$ cat config.mk
export PLATFORM = sky130hd
export DESIGN_NAME = ram_copier
export DESIGN_NICKNAME = d
export VERILOG_FILES = /design/src/rtl/ram_copier.sv
export SDC_FILE = /design/constraint.sdc
export NUM_CORES = 1
export LEC_CHECK = 0
export BUFFER_PORTS_ARGS = -buffer_cell sky130_fd_sc_hd__buf_4
export CORE_MARGIN = 2
export CORE_UTILIZATION = 40
export CTS_CLUSTER_DIAMETER = 150
export DETAILED_ROUTE_END_ITERATION = 6
export GPL_TIMING_DRIVEN = 0
export HOLD_SLACK_MARGIN = 0.1
export SYNTH_ARGS = -nofsm -noshare
export SYNTH_HDL_FRONTEND = slang
export SYNTH_SLANG_ARGS = --single-unit
$ cat constraint.sdc
create_clock -name clk -period 8 [get_ports clk]
set_clock_uncertainty 0.1 [all_clocks]
set_input_delay 0.8 -clock clk [delete_from_list [all_inputs] [get_ports clk]]
set_output_delay 0.8 -clock clk [all_outputs]
set_load 0.05 [all_outputs]
$ cat src/rtl/ram_copier.sv
// Streams a block of words from a registered-read source RAM to a destination RAM,
// one word per cycle, with abort and a zero-length fast path.
module ram_copier #(
    parameter int unsigned ADDR_WIDTH = 9,
    parameter int unsigned DATA_WIDTH = 8
) (
    input  logic                  clk,
    input  logic                  rst,
    input  logic                  start,
    input  logic                  abort,
    input  logic [ADDR_WIDTH-1:0] src_base,
    input  logic [ADDR_WIDTH-1:0] dst_base,
    input  logic [ADDR_WIDTH:0]   length,
    output logic                  busy,
    output logic                  done,
    output logic [ADDR_WIDTH-1:0] raddr,
    input  logic [DATA_WIDTH-1:0] rdata,
    output logic [ADDR_WIDTH-1:0] waddr,
    output logic [DATA_WIDTH-1:0] wdata,
    output logic                  write_en
);

    typedef enum logic [1:0] {StIdle, StRun, StFlush} state_e;

    state_e                state_q, state_d;
    logic [ADDR_WIDTH-1:0] raddr_q, raddr_d;
    logic [ADDR_WIDTH-1:0] waddr_q, waddr_d;
    logic [ADDR_WIDTH-1:0] wptr_q, wptr_d;
    logic [DATA_WIDTH-1:0] wdata_q, wdata_d;
    logic [ADDR_WIDTH:0]   rem_q, rem_d;
    logic                  busy_q, busy_d;
    logic                  done_q, done_d;
    logic                  write_en_q, write_en_d;
    logic                  rvld_q, rvld_d;   // rdata holds a requested word this cycle
    logic                  zpend_q, zpend_d; // zero-length start awaiting its done pulse

    always_comb begin
        state_d    = state_q;
        raddr_d    = raddr_q;
        waddr_d    = waddr_q;
        wptr_d     = wptr_q;
        wdata_d    = wdata_q;
        rem_d      = rem_q;
        busy_d     = busy_q;
        done_d     = 1'b0;
        write_en_d = 1'b0;
        rvld_d     = 1'b0;
        zpend_d    = 1'b0;

        if (rvld_q) begin
            write_en_d = 1'b1;
            waddr_d    = wptr_q;
            wdata_d    = rdata;
            wptr_d     = wptr_q + ADDR_WIDTH'(1);
        end

        unique case (state_q)
            StIdle: begin
                done_d = zpend_q;
                if (start) begin
                    if (length != '0) begin
                        state_d = StRun;
                        raddr_d = src_base;
                        wptr_d  = dst_base;
                        rem_d   = length - (ADDR_WIDTH + 1)'(1);
                        busy_d  = 1'b1;
                    end else begin
                        zpend_d = 1'b1;
                    end
                end
            end
            StRun: begin
                rvld_d = 1'b1;
                if (rem_q == '0) begin
                    state_d = StFlush;
                end else begin
                    raddr_d = raddr_q + ADDR_WIDTH'(1);
                    rem_d   = rem_q - (ADDR_WIDTH + 1)'(1);
                end
            end
            StFlush: begin
                if (!rvld_q) begin
                    state_d = StIdle;
                    busy_d  = 1'b0;
                    done_d  = 1'b1;
                end
            end
            default: state_d = StIdle;
        endcase

        // Abort drops any pending write and returns to idle without a done pulse.
        if (abort && state_q != StIdle) begin
            state_d    = StIdle;
            busy_d     = 1'b0;
            done_d     = 1'b0;
            write_en_d = 1'b0;
            rvld_d     = 1'b0;
            waddr_d    = waddr_q;
            wdata_d    = wdata_q;
            wptr_d     = wptr_q;
            rem_d      = '0;
        end
    end

    always_ff @(posedge clk or posedge rst) begin
        if (rst) begin
            state_q    <= StIdle;
            raddr_q    <= '0;
            waddr_q    <= '0;
            wptr_q     <= '0;
            wdata_q    <= '0;
            rem_q      <= '0;
            busy_q     <= 1'b0;
            done_q     <= 1'b0;
            write_en_q <= 1'b0;
            rvld_q     <= 1'b0;
            zpend_q    <= 1'b0;
        end else begin
            state_q    <= state_d;
            raddr_q    <= raddr_d;
            waddr_q    <= waddr_d;
            wptr_q     <= wptr_d;
            wdata_q    <= wdata_d;
            rem_q      <= rem_d;
            busy_q     <= busy_d;
            done_q     <= done_d;
            write_en_q <= write_en_d;
            rvld_q     <= rvld_d;
            zpend_q    <= zpend_d;
        end
    end

    assign busy     = busy_q;
    assign done     = done_q;
    assign raddr    = raddr_q;
    assign waddr    = waddr_q;
    assign wdata    = wdata_q;
    assign write_en = write_en_q;

endmodule

## Yosys cells after proc, flatten, opt, wreduce, memory -nomap -nowiden

Cells that the tools add are included.

- Equality and inequality tests: 10
- Bitwise gates (word level): 1
- Multiplexer cells: 34
- Reduce and logical (&&, ||, !) cells: 13
- $add $sub $neg: 4

Operators with widths:

| kind | count |
|---|---|
| two-way mux 9 bit | 7 |
| two-way mux 10 bit | 4 |
| one-hot mux 10 bit (2 select lines) | 1 |
| subtractor 10 x 1 -> 10 bit, second input constant | 2 |
| adder 9 x 1 -> 9 bit, second input constant | 2 |
| one-hot mux 9 bit (2 select lines) | 1 |
| AND reduction 4 bit | 4 |
| inequality test 3 bit, second input constant | 5 |
| two-way mux 1 bit | 13 |
| logical NOT 10 bit | 1 |
| two-way mux 2 bit | 5 |
| nonzero test 10 bit | 1 |
| inequality test 2 bit, second input constant | 3 |
| one-hot mux 2 bit (3 select lines) | 1 |
| nonzero test 3 bit | 2 |
| one-hot mux 1 bit (2 select lines) | 2 |
| nonzero test 2 bit | 2 |
| equality test 2 x 1 -> 1 bit, second input constant | 1 |
| equality test 2 bit, second input constant | 1 |
| logical NOT 2 bit | 1 |
| AND reduction 2 bit | 1 |
| logical AND 1 bit | 1 |
| inverter 1 bit | 1 |

- Input bits: 40
- Bits in registers: 52
- Word-level logic and storage cells: 73

## Logic depth before layout (Yosys ltp)

- Depth after elaboration: 5
- Gate-level depth with buffers: 12
- Mapped depth without buffers: 9

## Worst setup path after synthesis

OpenSTA, ideal clock, no wires.

- Path kind: register to register
- Start point: register state_q[0]
- End point: register rem_q[6]
- Path slack: 5434 ps
- Setup time: 134 ps
- Clock period less this slack: 2566 ps
- Required time: 7766 ps
- Data arrival time: 2332 ps
- Cell stages (with the launch flop): 13
- Cell sequence: dfrtp_1 -> buf_2 -> nor2b_1 -> buf_2 -> buf_1 -> mux2i_1 -> ha_1 -> clkbuf_1 -> and3_1 -> a31oi_1 -> o21a_1 -> o21ai_0 -> o21ai_0

- Cells in the longest elaborated chain, start to end: 4
- Elaborated cells between the ends (all ways): 11
- Those cells by class: eq/ne (4); mux (2); reduce/logical (5)

RTL lines:

| element | RTL line | RTL |
|---|---|---|
| from (decl) | 25 | `state_e state_q, state_d;` |
| from (signal assigned) | 107 | `state_q <= StIdle;` |
| from (signal assigned) | 119 | `state_q <= state_d;` |
| nonzero test 2 bit | 92 | `if (abort && state_q != StIdle) begin` |
| logical AND 1 bit | 92 |  |
| inequality test 3 bit (no line) / nonzero test 3 bit (equally long branches) | -- |  |
| AND reduction 4 bit (no line) | -- |  |
| to (signal assigned) | 124 | `rem_q <= rem_d;` |
| to (decl) | 30 | `logic [ADDR_WIDTH:0] rem_q, rem_d;` |

Several ways; a longest one is shown, not always the timed one.
A chain may end at the register's enable or synchronous reset.

## Final worst setup path

Ends and elaborated chain as after synthesis.

==> summary.md <==
| Metric | Value |
|---|---|
| Worst hold-check path type | `input port to async pin` |
| Final Setup Violations | `0` |
| Area share of the largest cell type after synthesis | `46.0%` |
| Nets | `418` |
| Number of synthesized flops with an enable pin | `0` |
| Core area | `6830 um^2` |
| Met3 Usage GRT | `2.54%` |
| Synth Warn # | `0` |
| Die Area | `7770 um^2` |
| Setup CP Type | `register to register` |
| Critical path, cell by cell | `buf_2 -> nor2b_1 -> buf_2 -> buf_1 -> mux2i_1 -> ha_1 -> clkbuf_1 -> and3_1 -> a31oi_1 -> o21a_1 -> o21ai_0 -> o21ai_0` |
| Mapped Cells | `300` |
| Adder-cell share of the synthesized area | `1.33%` |
| Share of cells above drive strength 1 | `30.6%` |
| Flop2flop setup slack | `4800 ps` |
| Via Count | `2542` |
| CP required | `8100 ps` |
| CP max stage cell | `buf_1` |
| DP Wirelength | `5180 um` |
| CP max FO | `10` |
| Max Cap Viol | `0` |
| Clk pin slew, worst setup/hold paths | `110 ps` |
| Synth cell count leaders | `dfrtp_1 (52), nand2_1 (39), nor2_1 (32), o21ai_0 (24), a21oi_1 (19)` |
| R2R cell count | `12` |
| Die X | `88.1 um` |
| Row Count | `30` |
| Detailed Routing Iterations Pass 1 | `4` |
| Compound-Gate Fraction of Synth Area | `17.7%` |
| Asr flop ratio synth | `100%` |
| DR vias/cell | `5.39` |
| Final wirelength | `7010 um` |
| CP endpoint kind | `register` |
| Maximum clock path buffer count | `2` |
| Boundary Pins | `69` |
| Clock sink count | `52` |
| Yosys cell types | `52` |
| Pins Over Slew Limit | `0` |
| Worst Path Buf+Inv | `4` |
| Grt peak-use layer | `met2` |
| Worst EP arrival | `3300 ps` |
| Synthesized area | `2830 um^2` |
| Setup_tns | `0 ps` |
| Port Buffers | `67` |
| Synth area leader | `dfrtp_1` |
| Worst skew pair latency | `320 ps` |
| Mux cell area share after synthesis | `9.28%` |
| Initial Utilization | `41.4%` |
| Top post-synthesis cells by area | `dfrtp_1 (46%), mux2_2 (7.2%), nand2_1 (5.2%)` |
| Post-CTS sizing | `0` |
| DRT antenna net count | `0` |
| Crit. path cell count | `12` |
| CTS tree | `done` |
| Max Freq | `0.313 GHz` |
| Tot Pwr | `1510 uW` |
| CTS Hold Buffers Added | `0` |
| End of the critical path | `rem_q[6]` |
| Largest net degree at the start of global routing | `40` |
| Power Density | `423 nW/um^2` |
| Placed insts | `464` |
| Max VDD drop | `0.000249 V` |
| DIE HEIGHT | `88.1 um` |
| DR WL/cell | `14.8 um` |
| Fin. Hold Viols | `0` |
| Static leakage | `0.00164 uW` |
| Count leader, synth | `dfrtp_1` |
| Syn avg cell area | `9.44 um^2` |
| Syn Nets | `343` |
| DRC viols | `0` |
| Seq/Total Area, Yosys | `46.0%` |
| Crit start category | `register` |
| #FFs+latches synth | `52` |
| Synth Area in Simple Gates | `19.7%` |
| Slowest stage delay, CP | `470 ps` |
| N_diodes | `0` |
| Met1 usage | `27.9%` |
| Clock root buffer | `clkbuf_8` |
| H-tree Lvls | `2` |
| Number of global-route vias before repair | `2407` |
| Met2 Use GR | `30.1%` |
| Status | `finished clean` |
| Initial detailed-routing violation count | `113` |
| R2r endpoint | `rem_q[6]` |
| Slew HR | `52.2%` |
| Number of buffers created by CTS | `5` |
| Initial antenna violation count | `0` |
| GP Congestion | `0.865` |
| Fin crit share | `40.0%` |
| Global-route usage over all layers | `19.2%` |
| Global route total overflow | `0` |
| Worst slew pin tran | `711 ps` |
| Main combinational cell family by area after synthesis | `simple AND/OR/NAND/NOR gates` |
| RSZ-0062 raised after global routing | `no` |
| Fin crit period | `3200 ps` |
| Area growth from synthesis to layout | `26.2%` |
| Critical Path Source | `state_q[0]` |
| Post-route insts no fill | `472` |
| Top_reg_cell synth | `dfrtp_1` |
| Top cell family by delay on the critical path | `buffers and inverters` |
| Synth Area in XOR/XNOR | `2.17%` |
| Post-CTS Repair Setup Buffers | `0` |
| Worst r2r src | `state_q[0]` |
| First-pass GRT wire length | `11700 um` |
[power by group]
| part | switching [uW] | internal [uW] | total, uW |
|---|---|---|---|
| registers | 106 | 381 | 487 |
| clock network | 103 | 66.3 | 169 |
| logic | 552 | 302 | 854 |
[how the worst min path moves through the flow]
stage / cells past startpoint / endpoint / slack, ps / startpoint
CTS: 2 / wdata[4] / 340 / rst
floorplan: 2 / done / 360 / zpend_q
global placement: 1 / waddr[4] / 390 / waddr[4]
finish: 2 / rem_q[1] / 330 / rst
detailed placement: 1 / waddr[8] / 390 / waddr[8]
global route: 2 / wdata[5] / 350 / rst
[worst reg2reg max path, stage by stage, from the launching register on]
cell,delay (ps)
dfrtp_1,330
buf_2,190
nor2b_1,250
buf_2,270
buf_1,480
mux2i_1,260
ha_1,160
clkbuf_1,330
and3_1,220
a31oi_1,60
o21a_1,200
o21ai_0,130
o21ai_0,100
[metal layers]
layer,vias to the layer above,part of all wire (%)
met2,77,46
met1,1224,47
met5,-,0
li1,1230,-
met4,0,1.9
met3,11,5.0
[area by class of cell]
class	instances	area, um^2
clock inverter	3	28.8
multi-input combinational	226	1420
clock buffer	5	68.8
timing repair buffer	68	523
fill	682	3260
buffer	14	81.3
sequential	52	1300
tap	96	120
inverter	8	30.0
[logic make-up (layout without fill, tap and decap cells)]
logic type      Yosys count  in the layout
compound gates           75             75
xor+xnor                  7              7
simple gates            117            117
buf+inv                  22             98
mux                      24             24
flops                    52             52
fa+ha+maj                 3              3
[layout by cell type, fill, tap and decap left out, types with 2 or more instances in the layout]
master,n
buf_4,69
dfrtp_1,52
nand2_1,39
nor2_1,32
o21ai_0,24
a21oi_1,19
mux2_2,18
nand3_1,14
inv_1,7
a31oi_1,6
mux2i_1,6
xor2_1,6
nand4_1,6
buf_2,5
nor3_1,5
clkbuf_8,5
clkbuf_1,4
and3_1,4
nand2b_1,3
ha_1,3
nor4_1,2
buf_6,2
o22ai_1,2
and4_1,2
a31o_2,2
o22a_1,2
a32oi_1,2
or3_1,2
a22oi_1,2
o211a_1,2
o221ai_1,2
inv_6,2
[per-stage QoR]
step / hold slack, ps / cell area, um^2 / utilization (%) / setup slack [ps]
after floorplan: 361 / 2830 / - / 5430
after global placement: 392 / 3450 / 50.6 / 4890
after detailed placement: 395 / 3470 / 50.9 / 4830
after CTS: 340 / 3570 / 52.3 / 4810
after global routing: 351 / 3570 / 52.3 / 4400
final: 326 / 3570 / 52.3 / 4800
[registers in the layout (all words and copies together), names as in the netlist]
register and flops:
rvld_q 1, busy 1, wdata 8, write_en 1
rem_q 10, wptr_q 9, waddr 9, zpend_q 1
state_q 2, done 1, raddr 9
Power figures use the tool's default switching activity.
